### config.mk
export PLATFORM = sky130hd
export DESIGN_NAME = homography_responder
export DESIGN_NICKNAME = d
export VERILOG_FILES = /design/src/rtl/homography_responder.sv
export SDC_FILE = /design/constraint.sdc
export NUM_CORES = 1
export LEC_CHECK = 0
export BUFFER_PORTS_ARGS = -buffer_cell sky130_fd_sc_hd__buf_2
export CAP_MARGIN = 20
export CORE_MARGIN = 2
export CORE_UTILIZATION = 45
export CTS_BUF_LIST = sky130_fd_sc_hd__clkbuf_8
export DETAILED_ROUTE_END_ITERATION = 16
export PLACE_DENSITY = 0.75
export SLEW_MARGIN = 25
export SYNTH_ARGS = -nofsm -noshare
export SYNTH_HDL_FRONTEND = slang
export SYNTH_SLANG_ARGS = --single-unit
### constraint.sdc
create_clock -name clk_25 -period 6.6 [get_ports clk_25]
set_input_delay 1.32 -clock clk_25 [delete_from_list [all_inputs] [get_ports clk_25]]
set_output_delay 1.32 -clock clk_25 [all_outputs]
set_load 0.01 [all_outputs]
### src/rtl/homography_responder.sv
// rtl/homography_responder.sv - fixed-latency translated pixel lookup responder
module homography_responder #(
    parameter int MEM_LAT = 1,
    parameter int H_RES   = 640,
    parameter int V_RES   = 480
) (
    input  logic        clk_25,
    input  logic        rst_n,
    input  logic [9:0]  query_x,
    input  logic [9:0]  query_y,
    input  logic        start,
    output logic [9:0]  return_x,
    output logic [9:0]  return_y,
    output logic [4:0]  r,
    output logic [5:0]  g,
    output logic [4:0]  b,
    output logic        ready,
    input  logic [10:0] cfg_off_x,
    input  logic [10:0] cfg_off_y,
    input  logic        cfg_load,
    output logic [18:0] mem_addr,
    output logic        mem_rden,
    input  logic [15:0] mem_q,
    output logic [15:0] oob_count
);
    logic [10:0] off_x, off_y, pend_x, pend_y;
    logic        pend;

    logic        v0;
    logic [9:0]  qx0, qy0;
    logic [11:0] sx0, sy0;

    logic        v1, inr1;
    logic [9:0]  qx1, qy1;

    logic        dv   [MEM_LAT];
    logic        dinr [MEM_LAT];
    logic [9:0]  dqx  [MEM_LAT];
    logic [9:0]  dqy  [MEM_LAT];

    logic        inr_c;
    logic [18:0] addr_c;

    // Offsets only change between queries; a load during a burst waits in pend.
    always_ff @(posedge clk_25 or negedge rst_n) begin
        if (!rst_n) begin
            off_x  <= '0;
            off_y  <= '0;
            pend_x <= '0;
            pend_y <= '0;
            pend   <= 1'b0;
        end else if (!start) begin
            if (cfg_load) begin
                off_x <= cfg_off_x;
                off_y <= cfg_off_y;
                pend  <= 1'b0;
            end else if (pend) begin
                off_x <= pend_x;
                off_y <= pend_y;
                pend  <= 1'b0;
            end
        end else if (cfg_load) begin
            pend_x <= cfg_off_x;
            pend_y <= cfg_off_y;
            pend   <= 1'b1;
        end
    end

    always_comb begin
        inr_c  = !sx0[11] && (sx0[10:0] < 11'(H_RES)) &&
                 !sy0[11] && (sy0[10:0] < 11'(V_RES));
        addr_c = 19'(sy0[9:0]) * 19'(H_RES) + 19'(sx0[9:0]);
    end

    always_ff @(posedge clk_25 or negedge rst_n) begin
        if (!rst_n) begin
            v0        <= 1'b0;
            qx0       <= '0;
            qy0       <= '0;
            sx0       <= '0;
            sy0       <= '0;
            v1        <= 1'b0;
            inr1      <= 1'b0;
            qx1       <= '0;
            qy1       <= '0;
            mem_rden  <= 1'b0;
            mem_addr  <= '0;
            oob_count <= '0;
        end else begin
            v0 <= start;
            if (start) begin
                qx0 <= query_x;
                qy0 <= query_y;
                sx0 <= {2'b00, query_x} + {off_x[10], off_x};
                sy0 <= {2'b00, query_y} + {off_y[10], off_y};
            end
            v1       <= v0;
            inr1     <= inr_c;
            qx1      <= qx0;
            qy1      <= qy0;
            mem_rden <= v0 && inr_c;
            mem_addr <= (v0 && inr_c) ? addr_c : '0;
            if (v0 && !inr_c && oob_count != 16'hFFFF)
                oob_count <= oob_count + 16'd1;
        end
    end

    // Sideband rides alongside the memory read so it meets mem_q at the output.
    always_ff @(posedge clk_25 or negedge rst_n) begin
        if (!rst_n) begin
            for (int i = 0; i < MEM_LAT; i++) begin
                dv[i]   <= 1'b0;
                dinr[i] <= 1'b0;
                dqx[i]  <= '0;
                dqy[i]  <= '0;
            end
        end else begin
            dv[0]   <= v1;
            dinr[0] <= inr1;
            dqx[0]  <= qx1;
            dqy[0]  <= qy1;
            for (int i = 1; i < MEM_LAT; i++) begin
                dv[i]   <= dv[i-1];
                dinr[i] <= dinr[i-1];
                dqx[i]  <= dqx[i-1];
                dqy[i]  <= dqy[i-1];
            end
        end
    end

    always_ff @(posedge clk_25 or negedge rst_n) begin
        if (!rst_n) begin
            ready    <= 1'b0;
            return_x <= '0;
            return_y <= '0;
            r        <= '0;
            g        <= '0;
            b        <= '0;
        end else begin
            ready <= dv[MEM_LAT-1];
            if (dv[MEM_LAT-1]) begin
                return_x <= dqx[MEM_LAT-1];
                return_y <= dqy[MEM_LAT-1];
                r <= dinr[MEM_LAT-1] ? mem_q[15:11] : 5'd0;
                g <= dinr[MEM_LAT-1] ? mem_q[10:5]  : 6'd0;
                b <= dinr[MEM_LAT-1] ? mem_q[4:0]   : 5'd0;
            end
        end
    end
endmodule

==> results.yml, run 1 <==
run_status:
  outcome: "finished clean"
clocking:
  ctsResizeCount: 0
  cts-root-buf: "clkbuf_8"
  cts_made_buffers: 37
  clock_sinks: 207
  cts_tree: "yes"
  htree_num_levels: 2
  insertion_delay_ns: 0.52
  postCtsSetupRepairBufs: 0
  clk_pin_slew_worst_paths_ns: 0.07
  cts_max_path_buffers: 3
  cts_hold_buf: 0
detailed_routing:
  wl_met1_microns: 8140
  routed_wl_microns: 17700
  drtIter0Drc: 266
  vias_per_cell: 5.05
  remaining_drc_errors: 0
  wl_met3_microns: 1080
  routed.top_layer: "met4"
  vias: 5864
  route.antenna.remaining_nets: 0
  wl_met2_microns: 8040
  wire_per_inst_microns: 15.2
  drt_pre_antenna_iters: 5
sta:
  finalCritPeriodShare_pct: 43.7
  max_slew.worst_pin.slew_ns: 0.942
  tns_ns: 0
  rsz0062_at_grt: "no"
  finalMaxSlewViolations: 0
  min_period_ns: 2.89
  max_freq_ghz: 0.347
  hold_viol_final: 0
  finClkSkew_ns: 0.0263
  slew-limit-headroom_pct: 37.0
  setup_viol: 0
critical_path:
  crit_start: "sy0[1]"
  r2r-end: "mem_addr[18]"
  crit_path_end: "mem_addr[18]"
  arrival_ns: 3.32
  critPathCaptureType: "flop"
  rr_startpoint: "sy0[1]"
  cp_data_required_time_ns: 7.04
  path_max_fanout: 4
  path_class: "reg2reg"
  ff2ff_path_depth: 9
  start_kind: "flop"
  regToRegSetupSlack_ns: 3.71
placed_design:
  dp.cells: 1097
  io_buffers: 134
  dp_hpwl_microns: 12400
  gp_congestion: 0.828
run:
  max_cap_violations: 0
grt:
  grt_pass1_wl_microns: 27800
  grt_max_degree: 197
  grt.overflow.total: 0
  grt_pass1_vias: 5638
  grt.total_usage_pct: 17.0
  antenna_found_initial: 0
floorplan:
  fp.dieH_microns: 145
  die-area_sq_um: 21000
  start_util_pct: 45.8
  fp-row-count: 51
  ios: 135
  core_area_sq_um: 19500
  die_w_microns: 145
synth:
  yosys_warnings: 0
  netlist_top_cells_area: "dfrtp_1, mux2_1, ha_1"
  yosys.cell_types.count: 51
  yosys.area.top_type: "dfrtp_1"
  synth_edf_count: 0
  netlist_instances: 724
  yosysSeqAreaShare_pct: 58.1
  syn-num-nets: 830
  synth-main-ff-cell: "dfrtp_1"
  syn-cell-area_sq_um: 8920
  async_reset_ff_share_pct: 100
  avgSynthCellArea_sq_um: 12.3
  yosys_register_bits: 207
  synth.top_cell.area_share_pct: 58.1
cells_and_area:
  mostFrequentLayoutCell: "dfrtp_1"
  n_antenna_cell: 0
  mostFrequentLayoutCells: "dfrtp_1, buf_2, mux2_1"
  regArea_sq_um: 5180
  syn_to_final_growth_pct: 19.0
  n_fill_cell: 1692
  nets: 978
  multi_input_area_sq_um: 3480
  layout-drive-gt1-share_pct: 22.6
  layoutNonFillerInstCount: 1162
power:
  leakagePower_nw: 5.20
  powerDensity_nw_per_um2: 363
  ir_drop_uv: 192
hold_path:
  hold_class: "reg2reg"
  hp-start: "v1"
-- stage by stage --
stage / power [mW] / instance area (sq um) / utilization [%] / hold WS, ns / setup slack [ns]
after floorplan: 2.38 / 8920 / - / 0.331 / 3.67
after global placement: 2.67 / 9850 / 50.6 / 0.332 / 3.31
after detailed placement: 2.71 / 9850 / 50.6 / 0.335 / 3.24
after CTS: 3.91 / 10600 / 54.4 / 0.319 / 3.72
after global routing: 4.12 / 10600 / 54.6 / 0.325 / 3.50
final: 3.86 / 10600 / 54.6 / 0.319 / 3.71
-- cell usage after synthesis, types with 2 or more instances --
| master | n |
|---|---|
| mux2_2 | 6 |
| nor3_1 | 9 |
| o2111ai_1 | 2 |
| ha_1 | 40 |
| nor4_1 | 3 |
| nand4_1 | 16 |
| a31oi_1 | 2 |
| o311ai_1 | 2 |
| a21o_1 | 10 |
| nand3_1 | 25 |
| dfrtp_1 | 207 |
| o2111a_1 | 2 |
| nor2_1 | 24 |
| xor2_1 | 10 |
| xnor2_1 | 24 |
| buf_6 | 2 |
| a211oi_1 | 2 |
| inv_1 | 35 |
| nor2b_1 | 4 |
| nand2_1 | 51 |
| or2_2 | 2 |
| fa_1 | 4 |
| o21bai_1 | 4 |
| o31ai_1 | 4 |
| inv_2 | 3 |
| mux2_1 | 65 |
| buf_1 | 5 |
| nand3b_1 | 6 |
| o221ai_1 | 5 |
| o21a_1 | 7 |
| o21ai_0 | 16 |
| a211o_1 | 4 |
| o211ai_1 | 2 |
| nand2b_1 | 2 |
| a2111o_1 | 2 |
| mux2i_1 | 24 |
| and3_1 | 12 |
| o21ai_1 | 30 |
| clkbuf_1 | 22 |
| nor3b_1 | 3 |
| a21oi_1 | 16 |
-- layout make-up --
class	count	share of cell area [%]
clock buffers	44	5.70
clock inverters	20	1.30
inverters	38	1.34
multi-input cells	450	32.8
flip-flops and latches	207	48.8
well taps	265	3.12
repair buffers	138	6.99
-- metal layers --
layer | vias to the layer above | track usage, %
met3 | 37 | 4.24
met4 | 0 | 6.44
li1 | 2860 | -
met2 | 155 | 26.9
met1 | 2812 | 22.8
met5 | - | 0
-- power by group --
group	total, mW	internal [mW]	switching (mW)
Sequential	1.61	1.47	0.147
Clock	1.18	0.682	0.495
Combinational	1.07	0.473	0.592
Total	3.86	2.62	1.23
-- worst max-delay path: stages, from the launching register on --
cell and delay [ns]:
dfrtp_1 0.45, ha_1 0.32, ha_1 0.24, fa_1 0.44
xor2_1 0.21, nand3_1 0.14, nor4_1 0.45, and3_1 0.28
nand4_1 0.11, a21oi_1 0.17
-- cells by family after synthesis --
kind of cell	after synthesis	synth area share [%]
AND/OR/NAND/NOR	160	8.90
adder cells (fa/ha/maj)	44	6.51
AO/OA/AOI/OAI	117	8.55
buffers and inverters	67	2.99
XOR/XNOR	34	3.34
multiplexers	95	11.7
flip-flops	207	58.1
-- worst min-delay path by stage --
stage | depth (start not counted) | slack [ns] | end
finish | 0 | 0.32 | dv
global route | 0 | 0.33 | dv
CTS | 0 | 0.32 | dv
detailed placement | 0 | 0.33 | dv
global placement | 0 | 0.33 | dqx[8]
floorplan | 0 | 0.33 | dinr
-- sequential cells by signal, indices dropped and copies added (netlist names), 6 cells and up --
signal,count
dqx,10
sy0,12
return_y,10
oob_count,16
qy1,10
sx0,12
dqy,10
pend_x,11
off_y,11
g,6
pend_y,11
qy0,10
return_x,10
off_x,11
qx1,10
qx0,10
mem_addr,19
No activity file was read; power rests on OpenSTA's default activity.
==> run 2: changes to the inputs <==
Clock period 6.6 ns to 2.81 ns, I/O delays scaled along.
==> results.yml, run 2 (same netlist as run 1, synthesis figures left out) <==
floorplan:
  start_util_pct: 45.8
  fp.dieH_microns: 145
  core_area_sq_um: 19500
  die_w_microns: 145
  ios: 135
  die-area_sq_um: 21000
  fp-row-count: 51
detailed_routing:
  routed_wl_microns: 18000
  vias: 5918
  route.antenna.remaining_nets: 0
  vias_per_cell: 5.06
  remaining_drc_errors: 0
  drt_pre_antenna_iters: 4
  drtIter0Drc: 245
  wire_per_inst_microns: 15.4
critical_path:
  rr_startpoint: "sy0[3]"
  path_max_fanout: 3
  crit_chain: "ha_1 -> ha_1 -> fa_1 -> xor2_1 -> nand3_1 -> nor4_4 -> and3_4 -> nand4_1 -> a21oi_1"
  slowest_stage: "fa_1"
  ff2ff_path_depth: 9
  cp_data_required_time_ns: 3.22
  crit_buf_inv: 0
  start_kind: "flop"
  max_stage_delay_ns: 0.43
  critPathMostFrequentCell: "ha_1"
  regToRegSetupSlack_ns: 0.16
  path_class: "reg2reg"
  worst-path-stages: 9
  arrival_ns: 3.06
  critPathTopFamily: "adder cells"
  critPathCaptureType: "flop"
  r2r-end: "mem_addr[18]"
cells_and_area:
  mostFrequentLayoutCell: "dfrtp_1"
  n_fill_cell: 1642
  largestRegisters: "mem_addr: 19 flops, oob_count: 16 flops"
  layout-drive-gt1-share_pct: 24.2
  syn_to_final_growth_pct: 19.9
  top_register: "mem_addr"
  n_antenna_cell: 0
  mostFrequentLayoutCells: "dfrtp_1, buf_2, mux2_1"
  largest_reg_flops: 19
  nets: 986
sta:
  tns_ns: 0
  hold_viol_final: 0
  rsz0062_at_grt: "no"
  finalMaxSlewViolations: 0
  slew-limit-headroom_pct: 55.6
  finalCritPeriodShare_pct: 94.5
  finClkSkew_ns: 0.0233
  min_period_ns: 2.65
  setup_viol: 0
  hold_slack_ns: 0.0576
  max_freq_ghz: 0.377
  max_slew.worst_pin.slew_ns: 0.666
grt:
  antenna_found_initial: 0
  grt.overflow.total: 0
  grt_pass1_vias: 5774
  grt.total_usage_pct: 17.4
  grt_pass1_wl_microns: 28700
  grt_max_degree: 71
clocking:
  cts_max_path_buffers: 3
  ctsResizeCount: 0
  insertion_delay_ns: 0.52
  clk_pin_slew_worst_paths_ns: 0.06
  postCtsSetupRepairBufs: 0
  cts-root-buf: "clkbuf_8"
  clock_sinks: 207
  cts_tree: "yes"
  cts_made_buffers: 36
  cts_hold_buf: 0
  htree_num_levels: 2
power:
  powerDensity_nw_per_um2: 849
  leakagePower_nw: 5.22
  power_mw: 9.08
  ir_drop_uv: 374
placed_design:
  gp_congestion: 0.850
  dp_hpwl_microns: 13100
  io_buffers: 134
run_status:
  outcome: "finished clean"
hold_path:
  hold_class: "in2async"
run:
  max_cap_violations: 0
-- run 2: changes by cell type in the layout (fill, tap and decap cells not counted), moves of 2 or more --
cell,delta
nor4_1,-2
buf_4,+8
buf_12,+2
clkinv_2,+3
clkinvlp_4,+3
inv_1,-5
-- run 2: power by group --
group / internal [mW] / leakage (nW) / switching (mW)
Sequential: 3.45 / 2.55 / 0.332
Combinational: 1.15 / 2.27 / 1.46
Clock: 1.51 / 0.400 / 1.18
-- run 2: worst max path at each step --
stage,endpoint,start,slack (ns)
global placement,mem_addr[18],sy0[3],0.17
floorplan,mem_addr[18],sy0[1],0.21
global route,mem_addr[17],sy0[1],0.001
detailed placement,mem_addr[18],sy0[3],0.06
finish,mem_addr[18],sy0[3],0.16
CTS,mem_addr[18],sy0[3],0.03
-- run 2: worst reg2reg max path: stages, from the launching register on --
cell and delay, ns:
dfrtp_1 0.40, ha_1 0.29, ha_1 0.24, fa_1 0.43, xor2_1 0.22, nand3_1 0.19, nor4_4 0.28, and3_4 0.24
nand4_1 0.09, a21oi_1 0.18
-- run 2: area by class of cell --
type	instances	area (sq um)	area share (%)
clock buffers	44	606	5.66
flip-flops and latches	207	5180	48.4
inverters	38	143	1.33
multi-input cells	450	3510	32.8
repair buffers	147	815	7.61
clock inverters	19	118	1.10
well taps	265	332	3.10
-- run 2: per-layer routing --
layer	global-route usage, %	routed length, microns	part of all wire (%)
met5	0	0	0
met1	23.0	8240	46
met2	28.4	8420	47
met4	6.59	427	2.4
met3	3.69	913	5.1
-- run 2: through the flow --
step | area (sq um) | cells | worst slack, ns | utilization (%)
4_1_cts | 10700 | 1170 | 0.0252 | 54.8
6_report | 10700 | 1170 | 0.155 | 55.0
3_3_place_gp | 9950 | 1107 | 0.170 | 51.1
5_1_grt | 10700 | 1170 | 0.00137 | 55.0
3_5_place_dp | 9950 | 1107 | 0.0604 | 51.1
2_1_floorplan | 8920 | 724 | 0.211 | -
